### src/rtl/mem_stage_lsu_if.sv
// Data-memory req/ack bus between the MEM stage (master) and data memory (slave).
interface mem_stage_lsu_if;
  logic        req;
  logic        we;
  logic [31:0] addr;
  logic [31:0] wdata;
  logic [3:0]  be;
  logic [31:0] rdata;
  logic        ack;

  modport master (output req, we, addr, wdata, be, input rdata, ack);
  modport slave  (input req, we, addr, wdata, be, output rdata, ack);
endinterface

### src/rtl/mem_stage_lsu.sv
// RV32I MEM stage: owns the EX/MEM and MEM/WB registers, runs the data-memory req/ack
// transaction (sub-word lanes, sign/zero extension, bus timeout) and registers the branch
// decision. Optional build macro MEM_MISALIGN_TRAP_EN: misaligned half/word accesses skip
// the bus and complete next cycle with a bus error.
module mem_stage_lsu #(
  parameter int unsigned TIMEOUT_CYCLES = 255
) (
  input  logic            clk,
  input  logic            rst,
  input  logic            valid_i,
  input  logic [2:0]      crt_mem_i,
  input  logic [1:0]      crt_wb_i,
  input  logic [2:0]      funct3_i,
  input  logic [31:0]     alu_result_i,
  input  logic [31:0]     dato_b_i,
  input  logic [31:0]     pc_next_i,
  input  logic            zero_i,
  input  logic [4:0]      inst_i,
  output logic            stall_o,
  output logic            branch_taken_o,
  output logic [31:0]     pc_target_o,
  mem_stage_lsu_if.master dmem,
  output logic            valid_o,
  output logic            reg_write_o,
  output logic [31:0]     wb_data_o,
  output logic [4:0]      inst_o,
  output logic            bus_err_o
);

  localparam int unsigned XLEN  = 32;
  localparam int unsigned CNT_W = 16;
  localparam int unsigned RD_W  = 5;
  localparam int unsigned BE_W  = 4;
  localparam logic [CNT_W-1:0] CNT_LAST = CNT_W'(TIMEOUT_CYCLES - 1);

  typedef enum logic [0:0] {
    ST_IDLE = 1'b0,
    ST_REQ  = 1'b1
  } state_e;

  state_e            state_q;
  logic [CNT_W-1:0]  cnt_q;

  // EX/MEM register (held while the access is in flight)
  logic [XLEN-1:0]   addr_q;
  logic [XLEN-1:0]   wdata_q;
  logic [BE_W-1:0]   be_q;
  logic [2:0]        f3_q;
  logic              we_q;
  logic              rw_q;
  logic              m2r_q;
  logic [RD_W-1:0]   rd_q;
  logic              req_q;

  // MEM/WB register and branch outputs
  logic              valid_q;
  logic              reg_write_q;
  logic [XLEN-1:0]   wb_data_q;
  logic [RD_W-1:0]   inst_q;
  logic              bus_err_q;
  logic              branch_taken_q;
  logic [XLEN-1:0]   pc_target_q;

  logic              is_mem_c;
  logic              misalign_c;

  // Byte enables from access size and low address bits; misaligned sizes fall back to
  // the natural lane (half uses a[1], word uses lane 0).
  function automatic logic [BE_W-1:0] lane_be(input logic [2:0] f3, input logic [1:0] a);
    case (f3[1:0])
      2'b00:   lane_be = BE_W'(4'b0001 << a);
      2'b01:   lane_be = BE_W'(4'b0011 << {a[1], 1'b0});
      default: lane_be = 4'b1111;
    endcase
  endfunction

  // Store data replicated across all lanes so any byte enable picks the right bytes.
  function automatic logic [XLEN-1:0] lane_wdata(input logic [2:0] f3, input logic [XLEN-1:0] b);
    case (f3[1:0])
      2'b00:   lane_wdata = {4{b[7:0]}};
      2'b01:   lane_wdata = {2{b[15:0]}};
      default: lane_wdata = b;
    endcase
  endfunction

  // Pick the addressed byte/half lane of the read word and sign- or zero-extend it.
  function automatic logic [XLEN-1:0] load_ext(input logic [2:0] f3, input logic [1:0] a,
                                               input logic [XLEN-1:0] rdata);
    logic [7:0]  byte_v;
    logic [15:0] half_v;
    byte_v = 8'(rdata >> {a, 3'b000});
    half_v = a[1] ? rdata[31:16] : rdata[15:0];
    case (f3[1:0])
      2'b00:   load_ext = f3[2] ? {24'h0, byte_v} : {{24{byte_v[7]}}, byte_v};
      2'b01:   load_ext = f3[2] ? {16'h0, half_v} : {{16{half_v[15]}}, half_v};
      default: load_ext = rdata;
    endcase
  endfunction

  // Accepted instruction touches data memory (read, write or both).
  assign is_mem_c = crt_mem_i[0] | crt_mem_i[1];

  // Misalignment detection only exists in the trapping build.
`ifdef MEM_MISALIGN_TRAP_EN
  assign misalign_c = ((funct3_i[1:0] == 2'b01) && alu_result_i[0]) ||
                      (funct3_i[1] && (alu_result_i[1:0] != 2'b00));
`else
  assign misalign_c = 1'b0;
`endif

  // Pipeline control FSM with EX/MEM, MEM/WB and bus output registers.
  always_ff @(posedge clk or posedge rst) begin
    if (rst) begin
      state_q        <= ST_IDLE;
      cnt_q          <= '0;
      addr_q         <= '0;
      wdata_q        <= '0;
      be_q           <= '0;
      f3_q           <= '0;
      we_q           <= 1'b0;
      rw_q           <= 1'b0;
      m2r_q          <= 1'b0;
      rd_q           <= '0;
      req_q          <= 1'b0;
      valid_q        <= 1'b0;
      reg_write_q    <= 1'b0;
      wb_data_q      <= '0;
      inst_q         <= '0;
      bus_err_q      <= 1'b0;
      branch_taken_q <= 1'b0;
      pc_target_q    <= '0;
    end else begin
      valid_q        <= 1'b0;
      reg_write_q    <= 1'b0;
      bus_err_q      <= 1'b0;
      branch_taken_q <= 1'b0;
      case (state_q)
        ST_IDLE: begin
          if (valid_i) begin
            branch_taken_q <= crt_mem_i[2] & zero_i;
            pc_target_q    <= pc_next_i;
            if (!is_mem_c) begin
              valid_q     <= 1'b1;
              reg_write_q <= crt_wb_i[0];
              wb_data_q   <= alu_result_i;
              inst_q      <= inst_i;
            end else if (misalign_c) begin
              valid_q     <= 1'b1;
              bus_err_q   <= 1'b1;
              wb_data_q   <= alu_result_i;
              inst_q      <= inst_i;
            end else begin
              addr_q  <= alu_result_i;
              wdata_q <= lane_wdata(funct3_i, dato_b_i);
              be_q    <= lane_be(funct3_i, alu_result_i[1:0]);
              f3_q    <= funct3_i;
              we_q    <= crt_mem_i[1];
              rw_q    <= crt_wb_i[0];
              m2r_q   <= crt_wb_i[1];
              rd_q    <= inst_i;
              req_q   <= 1'b1;
              cnt_q   <= '0;
              state_q <= ST_REQ;
            end
          end
        end
        ST_REQ: begin
          if (dmem.ack) begin
            req_q       <= 1'b0;
            cnt_q       <= '0;
            state_q     <= ST_IDLE;
            valid_q     <= 1'b1;
            reg_write_q <= rw_q & ~we_q;
            wb_data_q   <= (m2r_q && !we_q) ? load_ext(f3_q, addr_q[1:0], dmem.rdata) : addr_q;
            inst_q      <= rd_q;
          end else if (cnt_q == CNT_LAST) begin
            req_q       <= 1'b0;
            cnt_q       <= '0;
            state_q     <= ST_IDLE;
            valid_q     <= 1'b1;
            bus_err_q   <= 1'b1;
            wb_data_q   <= addr_q;
            inst_q      <= rd_q;
          end else begin
            cnt_q <= cnt_q + CNT_W'(1);
          end
        end
        default: begin
          req_q   <= 1'b0;
          state_q <= ST_IDLE;
        end
      endcase
    end
  end

  // Bus side: word-aligned address, everything else straight from the EX/MEM register.
  assign dmem.req   = req_q;
  assign dmem.we    = we_q;
  assign dmem.addr  = {addr_q[31:2], 2'b00};
  assign dmem.wdata = wdata_q;
  assign dmem.be    = be_q;

  // Upstream freezes for exactly the cycles a request is outstanding.
  assign stall_o        = req_q;
  assign branch_taken_o = branch_taken_q;
  assign pc_target_o    = pc_target_q;
  assign valid_o        = valid_q;
  assign reg_write_o    = reg_write_q;
  assign wb_data_o      = wb_data_q;
  assign inst_o         = inst_q;
  assign bus_err_o      = bus_err_q;

endmodule

### src/flat_wrapper.sv
// flat-port wrapper written by rule: the top's interface ports become plain ports
module mem_stage_lsu_flat 
#(
  parameter int unsigned TIMEOUT_CYCLES = 255
)
  (clk, rst, valid_i, crt_mem_i, crt_wb_i, funct3_i, alu_result_i, dato_b_i, pc_next_i, zero_i, inst_i, stall_o, branch_taken_o, pc_target_o, valid_o, reg_write_o, wb_data_o, inst_o, bus_err_o, dmem_req, dmem_we, dmem_addr, dmem_wdata, dmem_be, dmem_rdata, dmem_ack);
  mem_stage_lsu_if dmem_i ();
  input  logic clk;
  input  logic rst;
  input  logic valid_i;
  input  logic [2:0] crt_mem_i;
  input  logic [1:0] crt_wb_i;
  input  logic [2:0] funct3_i;
  input  logic [31:0] alu_result_i;
  input  logic [31:0] dato_b_i;
  input  logic [31:0] pc_next_i;
  input  logic zero_i;
  input  logic [4:0] inst_i;
  output logic stall_o;
  output logic branch_taken_o;
  output logic [31:0] pc_target_o;
  output logic valid_o;
  output logic reg_write_o;
  output logic [31:0] wb_data_o;
  output logic [4:0] inst_o;
  output logic bus_err_o;
  output wire logic [$bits(dmem_i.req)-1:0] dmem_req;
  output wire logic [$bits(dmem_i.we)-1:0] dmem_we;
  output wire logic [$bits(dmem_i.addr)-1:0] dmem_addr;
  output wire logic [$bits(dmem_i.wdata)-1:0] dmem_wdata;
  output wire logic [$bits(dmem_i.be)-1:0] dmem_be;
  input wire logic [$bits(dmem_i.rdata)-1:0] dmem_rdata;
  input wire logic [$bits(dmem_i.ack)-1:0] dmem_ack;
  assign dmem_req = dmem_i.req;
  assign dmem_we = dmem_i.we;
  assign dmem_addr = dmem_i.addr;
  assign dmem_wdata = dmem_i.wdata;
  assign dmem_be = dmem_i.be;
  assign dmem_i.rdata = dmem_rdata;
  assign dmem_i.ack = dmem_ack;
  mem_stage_lsu #(.TIMEOUT_CYCLES(TIMEOUT_CYCLES)) u_core (.clk(clk), .rst(rst), .valid_i(valid_i), .crt_mem_i(crt_mem_i), .crt_wb_i(crt_wb_i), .funct3_i(funct3_i), .alu_result_i(alu_result_i), .dato_b_i(dato_b_i), .pc_next_i(pc_next_i), .zero_i(zero_i), .inst_i(inst_i), .stall_o(stall_o), .branch_taken_o(branch_taken_o), .pc_target_o(pc_target_o), .dmem(dmem_i), .valid_o(valid_o), .reg_write_o(reg_write_o), .wb_data_o(wb_data_o), .inst_o(inst_o), .bus_err_o(bus_err_o));
endmodule
### config.mk
export PLATFORM = sky130hd
export DESIGN_NAME = mem_stage_lsu_flat
export DESIGN_NICKNAME = d
export VERILOG_FILES = /design/src/rtl/mem_stage_lsu_if.sv /design/src/rtl/mem_stage_lsu.sv /design/src/flat_wrapper.sv
export SDC_FILE = /design/constraint.sdc
export NUM_CORES = 1
export LEC_CHECK = 0
export BUFFER_PORTS_ARGS = -buffer_cell sky130_fd_sc_hd__buf_2
export CORE_MARGIN = 2
export CORE_UTILIZATION = 30
export DETAILED_ROUTE_END_ITERATION = 12
export GPL_ROUTABILITY_DRIVEN = 0
export SLEW_MARGIN = 15
export SYNTH_ARGS = -nofsm -noshare
export SYNTH_HDL_FRONTEND = slang
export SYNTH_SLANG_ARGS = --single-unit
### constraint.sdc
create_clock -name clk -period 16.7 [get_ports clk]
set_input_delay 3.34 -clock clk [delete_from_list [all_inputs] [get_ports clk]]
set_output_delay 3.34 -clock clk [all_outputs]
set_load 0.02 [all_outputs]
Yosys cells after proc, flatten, opt, wreduce, memory -nomap -nowiden
Index checks and enable logic that the tools add are counted.
{"block": "op_classes", "n_div": 0, "n_bitwise": 5, "addsub": 1, "reduce_logical": 9, "n_lt_le_gt_ge": 0, "shifts": 3, "n_mul": 0, "eq_ne": 7, "muxes": 45}
{"op": "two-way mux 32 bit", "n": 7}
{"op": "case mux 32 bit (2 select lines)", "n": 3}
{"op": "two-way mux 16 bit", "n": 5}
{"op": "case mux 16 bit (2 select lines)", "n": 1}
{"op": ">> shifter 32 x 5 -> 8 bit", "n": 1}
{"op": "two-way mux 5 bit", "n": 4}
{"op": "two-way mux 1 bit", "n": 18}
{"op": "adder 16 x 1 -> 16 bit, second input constant", "n": 1}
{"op": "== test 16 x 8 -> 1 bit, second input constant", "n": 1}
{"op": "case mux 1 bit (2 select lines)", "n": 5}
{"op": "case mux 5 bit (2 select lines)", "n": 1}
{"op": "AND reduction 3 bit", "n": 3}
{"op": "case mux 4 bit (2 select lines)", "n": 1}
{"op": "== test 2 x 1 -> 1 bit, second input constant", "n": 2}
{"op": "logical NOT 2 bit", "n": 2}
{"op": "inequality test 2 bit, second input constant", "n": 2}
{"op": "AND reduction 2 bit", "n": 2}
{"op": "left shift 1 x 2 -> 4 bit, first input constant", "n": 1}
{"op": "left shift 2 x 2 -> 4 bit, first input constant", "n": 1}
{"op": "inequality test 3 bit, second input constant", "n": 1}
{"op": "AND 1 bit", "n": 2}
{"op": "inequality test 2 x 1 -> 1 bit, second input constant", "n": 1}
{"op": "inverter 1 bit", "n": 2}
{"op": "logical AND 1 bit", "n": 1}
{"op": "other kinds (2)", "n": 2}
{"block": "totals", "latchBits": 0, "rom_bits": 0, "output_inout_bits": 144, "mem_count": 0, "regBits": 170, "in_bits": 146, "ram_bits": 0, "elab_cells": 88}

Longest topological paths before layout
{"block": "depth", "depth_word": 6, "depth_mapped": 9, "mapped_depth_nobuf": 7}

Least setup slack after synthesis
No wires, ideal clock.
{"block": "synth_timing", "kind": "input to register", "from": "input valid_i", "to": "register u_core.pc_target_q[10] (netlist: u_core.pc_target_o[10])", "arrival_ps": 4651, "t_required_ps": 16575, "slack_ps": 11925, "n_path_buf": 2, "setup_time_ps": 125, "path_stages": 4, "cell_sequence": "nor2b_1 clkbuf_1 clkbuf_1 mux2_2"}
{"block": "synth_between", "elab_chain_cells": 1}
{"element": "start: declaration", "line_no": "flat_wrapper.sv:10", "text": "input logic valid_i;"}
{"element": "AND reduction 2 bit (no source line)"}
{"element": "end signal: assignment", "line_no": "mem_stage_lsu.sv:141", "text": "pc_target_q <= pc_next_i;"}
{"element": "end: declaration", "line_no": "mem_stage_lsu.sv:62", "text": "logic [XLEN-1:0] pc_target_q;"}
No other way between the ends.
A chain may end at the register's enable or synchronous reset.

Worst setup path in the final report
{"block": "layout_timing", "from": "input dmem_ack", "to": "register u_core.wb_data_q[27] (netlist: u_core.wb_data_o[27])"}
{"block": "layout_between", "elab_chain_cells": 2, "word_cells_on_any_way": 4, "classes_between": "eq/ne: 1; mux: 2; reduce/logical: 1"}
{"element": "start: declaration", "line_no": "flat_wrapper.sv:33", "text": "input wire logic [$bits(dmem_i.ack)-1:0] dmem_ack;"}
{"element": "inequality test 3 bit (no source line) / two-way mux 32 bit (equally long branches)"}
{"element": "AND reduction 3 bit (no source line) / case mux 32 bit (2 select lines) (equally long branches)"}
{"element": "end signal: assignment", "line_no": "mem_stage_lsu.sv:145", "text": "wb_data_q <= alu_result_i;"}
{"element": "end signal: assignment", "line_no": "mem_stage_lsu.sv:150", "text": "wb_data_q <= alu_result_i;"}
{"element": "end signal: assignment", "line_no": "mem_stage_lsu.sv:174", "text": "wb_data_q <= (m2r_q && !we_q) ? load_ext(f3_q, addr_q[1:0], dmem.rdata) : addr_q;"}
{"element": "end: declaration", "line_no": "mem_stage_lsu.sv:58", "text": "logic [XLEN-1:0] wb_data_q;"}
Several ways; a longest one is shown, not always the timed one.

==> impl_metrics.toml <==
[power_and_ir_drop]
p_clk_share_pct = 26.4
total_power_w = 0.00165
p_leak_nw = 5.07
powerDensity_mw_per_mm2 = 158
p_sw_share_pct = 39.2
peakVddDrop_v = 0.0000641
p_comb_share_pct = 35.6
power.switching_w = 0.000647
intPower_w = 0.00100
seqPwrFrac_pct = 38.0

[clock_tree]
cts_buffers = 17
cts_resized = 0
cts_num_sinks = 170
cts_tree = "built"
clk_pin_slew_ns = 0.07
cts.path.max_buffers = 2
cts_setup_buffers = 0
hold_buffers = 0
insertion_delay_ns = 0.43
htree_levels = 4
cts-root-buf = "clkbuf_16"

[cells_and_area]
final_cell_area_mm2 = 0.0105
fin_cells = 1475
final_nets = 1235
area_delta_synth_final_pct = 25.9
drive_gt1_share_pct = 35.5
nFillCells = 2751

[critical_path]
critPathLaunchType = "input port"
endpoint_kind = "flop"
crit_required_ns = 17.06
path_max_fanout = 19
cp.arrival_ns = 5.40
worstSetupPathType = "input port to flop"

[grt]
grt-ovfl-total = 0
grt_max_degree = 105
antenna_found_initial = 5
grt_pass1_vias = 7076
grt_pass1_wl_um = 40800
grt_usage_pct = 18.4

[route]
drt_iter0_markers = 512
vias = 7101
drc_errors = 0
routed_wl_um = 26600
dr.pass1.iters = 5
wl_per_cell_um = 18.0
vias_per_cell = 4.81
ant_nets = 0

[timing]
min_period_over_period_pct = 30.2
slew_headroom_pct = 26.4
rsz0062_at_grt = "no"
clock_skew_ns = 0.0112
final.setup.tns_ns = 0
setup_viol_count_final = 0
final_hold_viol_count = 0
fin_crit_ns = 5.04
slew_violations = 0
worstMarginPinSlew_ns = 1.10
clock.fmax_mhz = 198

[floorplan]
core_area_mm2 = 0.0271
die_height_um = 171
start_util_pct = 30.7
rows = 60
die_x_um = 171
die_area_mm2 = 0.0291
io_pins = 290

[synthesis]
yosys_warnings = 0
synthArstFlopShare_pct = 100
synthDistinctLibCells = 55
synth.cell_area_mm2 = 0.00832
avgSynthCellArea_um2 = 9.66
synth_edf_count = 0
yosysSeqAreaShare_pct = 51.1
ys.flop_type = "dfrtp_1"
ys_ff_latch = 170
postSynthCellCount = 861

[placement]
dpl.hpwl_um = 18800
portBuffers = 287
dp.cells = 1440
place_area_mm2 = 0.00983

[min_path]
hold_path.class = "flop to flop"

[outcome]
status = "completed"

[flow_run]
cap_violations = 0
-- cells by family (layout without fill, tap and decap cells) --
family / count (synthesis) / count (layout) / share of synthesized area [%]
xor+xnor: 13 / 13 / 1.37
buf+inv: 95 / 333 / 6.15
fa+ha+maj: 2 / 2 / 0.301
other cells: 1 / 5 / 0.0451
flops: 170 / 170 / 51.1
mux: 78 / 78 / 10.1
simple gates: 308 / 308 / 15.6
compound gates: 194 / 194 / 15.3
-- cells in the final DEF, fill, tap and decap left out, drive strengths merged, types with 2 or more instances in the layout --
master / instances
nor4: 3
nand4: 4
a21oi: 42
buf: 293
a22oi: 14
conb: 2
nand2b: 2
and3: 5
o22a: 11
diode: 3
mux2: 46
o21a: 13
clkbuf: 17
xnor2: 8
clkinvlp: 6
a31oi: 6
or3: 9
o21ai: 73
nand3: 6
a21o: 6
a221oi: 8
xor2: 5
nand3b: 8
nor3: 2
inv: 13
a22o: 4
dfrtp: 170
nor2: 61
bufinv: 4
mux2i: 32
nor2b: 4
ha: 2
nand2: 196
o31ai: 2
a2bb2oi: 6
-- area by class of cell --
cell class	instances	area (um^2)	share of cell area [%]
repair buffers	293	1480	14.1
multi-input cells	597	3590	34.3
flip-flops and latches	170	4250	40.6
inverters	8	35.0	0.335
diodes	3	7.51	0.0717
well taps	372	465	4.45
clock buffers	17	425	4.06
clock inverters	15	211	2.02
-- worst max-delay path, stage by stage --
cell	delay [ns]
buf_2	0.12
nand3b_1	0.49
nor2_1	0.64
o21ai_2	0.36
o21ai_0	0.27
o22a_1	0.16
-- stage by stage --
stage	util, %	setup slack, ns	hold slack, ns
global route	38.6	11.50	0.513
global placement	36.2	11.07	0.456
floorplan	-	8.76	0.445
detailed placement	36.3	11.26	0.465
CTS	38.6	11.71	0.480
finish	38.6	11.66	0.473
-- cells in the mapped netlist (4+ instances only) --
| cell | count | area share (%) |
|---|---|---|
| a21o_1 | 6 | 0.54 |
| a21oi_1 | 34 | 2.0 |
| a21oi_2 | 8 | 0.84 |
| a221oi_1 | 8 | 0.84 |
| a22oi_1 | 14 | 1.3 |
| a2bb2oi_1 | 6 | 0.63 |
| a31oi_1 | 6 | 0.45 |
| and3_1 | 5 | 0.38 |
| buf_2 | 4 | 0.24 |
| buf_4 | 36 | 3.2 |
| clkbuf_1 | 43 | 1.9 |
| dfrtp_1 | 170 | 51 |
| inv_1 | 8 | 0.36 |
| mux2_2 | 46 | 6.2 |
| mux2i_1 | 32 | 3.9 |
| nand2_1 | 196 | 8.8 |
| nand3_1 | 6 | 0.36 |
| nand3b_1 | 8 | 0.72 |
| nand4_1 | 4 | 0.30 |
| nor2_1 | 61 | 2.8 |
| nor2b_1 | 4 | 0.30 |
| o21a_1 | 13 | 1.2 |
| o21ai_0 | 71 | 4.3 |
| o22a_1 | 11 | 1.2 |
| or3_1 | 9 | 0.68 |
| xnor2_1 | 8 | 0.84 |
| xor2_1 | 5 | 0.53 |
-- layer usage --
metal / share of wire, % / wire, um / GRT usage (%) / up-vias
met3: 7.6 / 2020 / 5.53 / 24
met1: 44 / 11700 / 24.1 / 3425
li1: - / - / - / 3384
met4: 1.4 / 383 / 4.57 / 4
met5: 0.079 / 21 / 0 / -
met2: 47 / 12400 / 29.7 / 264
-- state kept, by name (all words and copies together), names as in the netlist, 3 cells and up --
| name | count |
|---|---|
| u_core.rd_q | 5 |
| u_core.f3_q | 3 |
| u_core.inst_o | 5 |
| u_core.pc_target_o | 32 |
| u_core.dmem.be | 4 |
| u_core.cnt_q | 16 |
| u_core.wb_data_o | 32 |
| u_core.addr_q | 32 |
| u_core.dmem.wdata | 32 |
-- power groups by stage --
| stage | Combinational (W) | Clock (W) | Sequential (W) |
|---|---|---|---|
| after global placement | 0.000590 | 0 | 0.000629 |
| after floorplan | 0.000308 | 0 | 0.000723 |
| after CTS | 0.000597 | 0.000447 | 0.000628 |
| final | 0.000588 | 0.000435 | 0.000626 |
| after detailed placement | 0.000597 | 0 | 0.000633 |
| after global routing | 0.000643 | 0.000465 | 0.000644 |
-- worst paths after layout --
path	endpoint	start	depth (start not counted)	slack (ns)
worst min register to register	u_core.dmem.wdata[19]$_DFFE_PP0P_	u_core.dmem.wdata[19]$_DFFE_PP0P_	2	0.47
max in group asynchronous	u_core.cnt_q[7]$_DFFE_PP0P_	rst	3	12.04
min in group asynchronous	u_core.branch_taken_o$_DFF_PP0_	rst	2	3.11
worst max-delay path	u_core.wb_data_o[27]$_DFFE_PP0P_	dmem_ack	6	11.66
worst min-delay path	u_core.dmem.wdata[19]$_DFFE_PP0P_	u_core.dmem.wdata[19]$_DFFE_PP0P_	2	0.47
worst max register to register	u_core.wb_data_o[27]$_DFFE_PP0P_	u_core.state_q$_DFF_PP0_	6	13.88
Power figures use the tool's default switching activity.
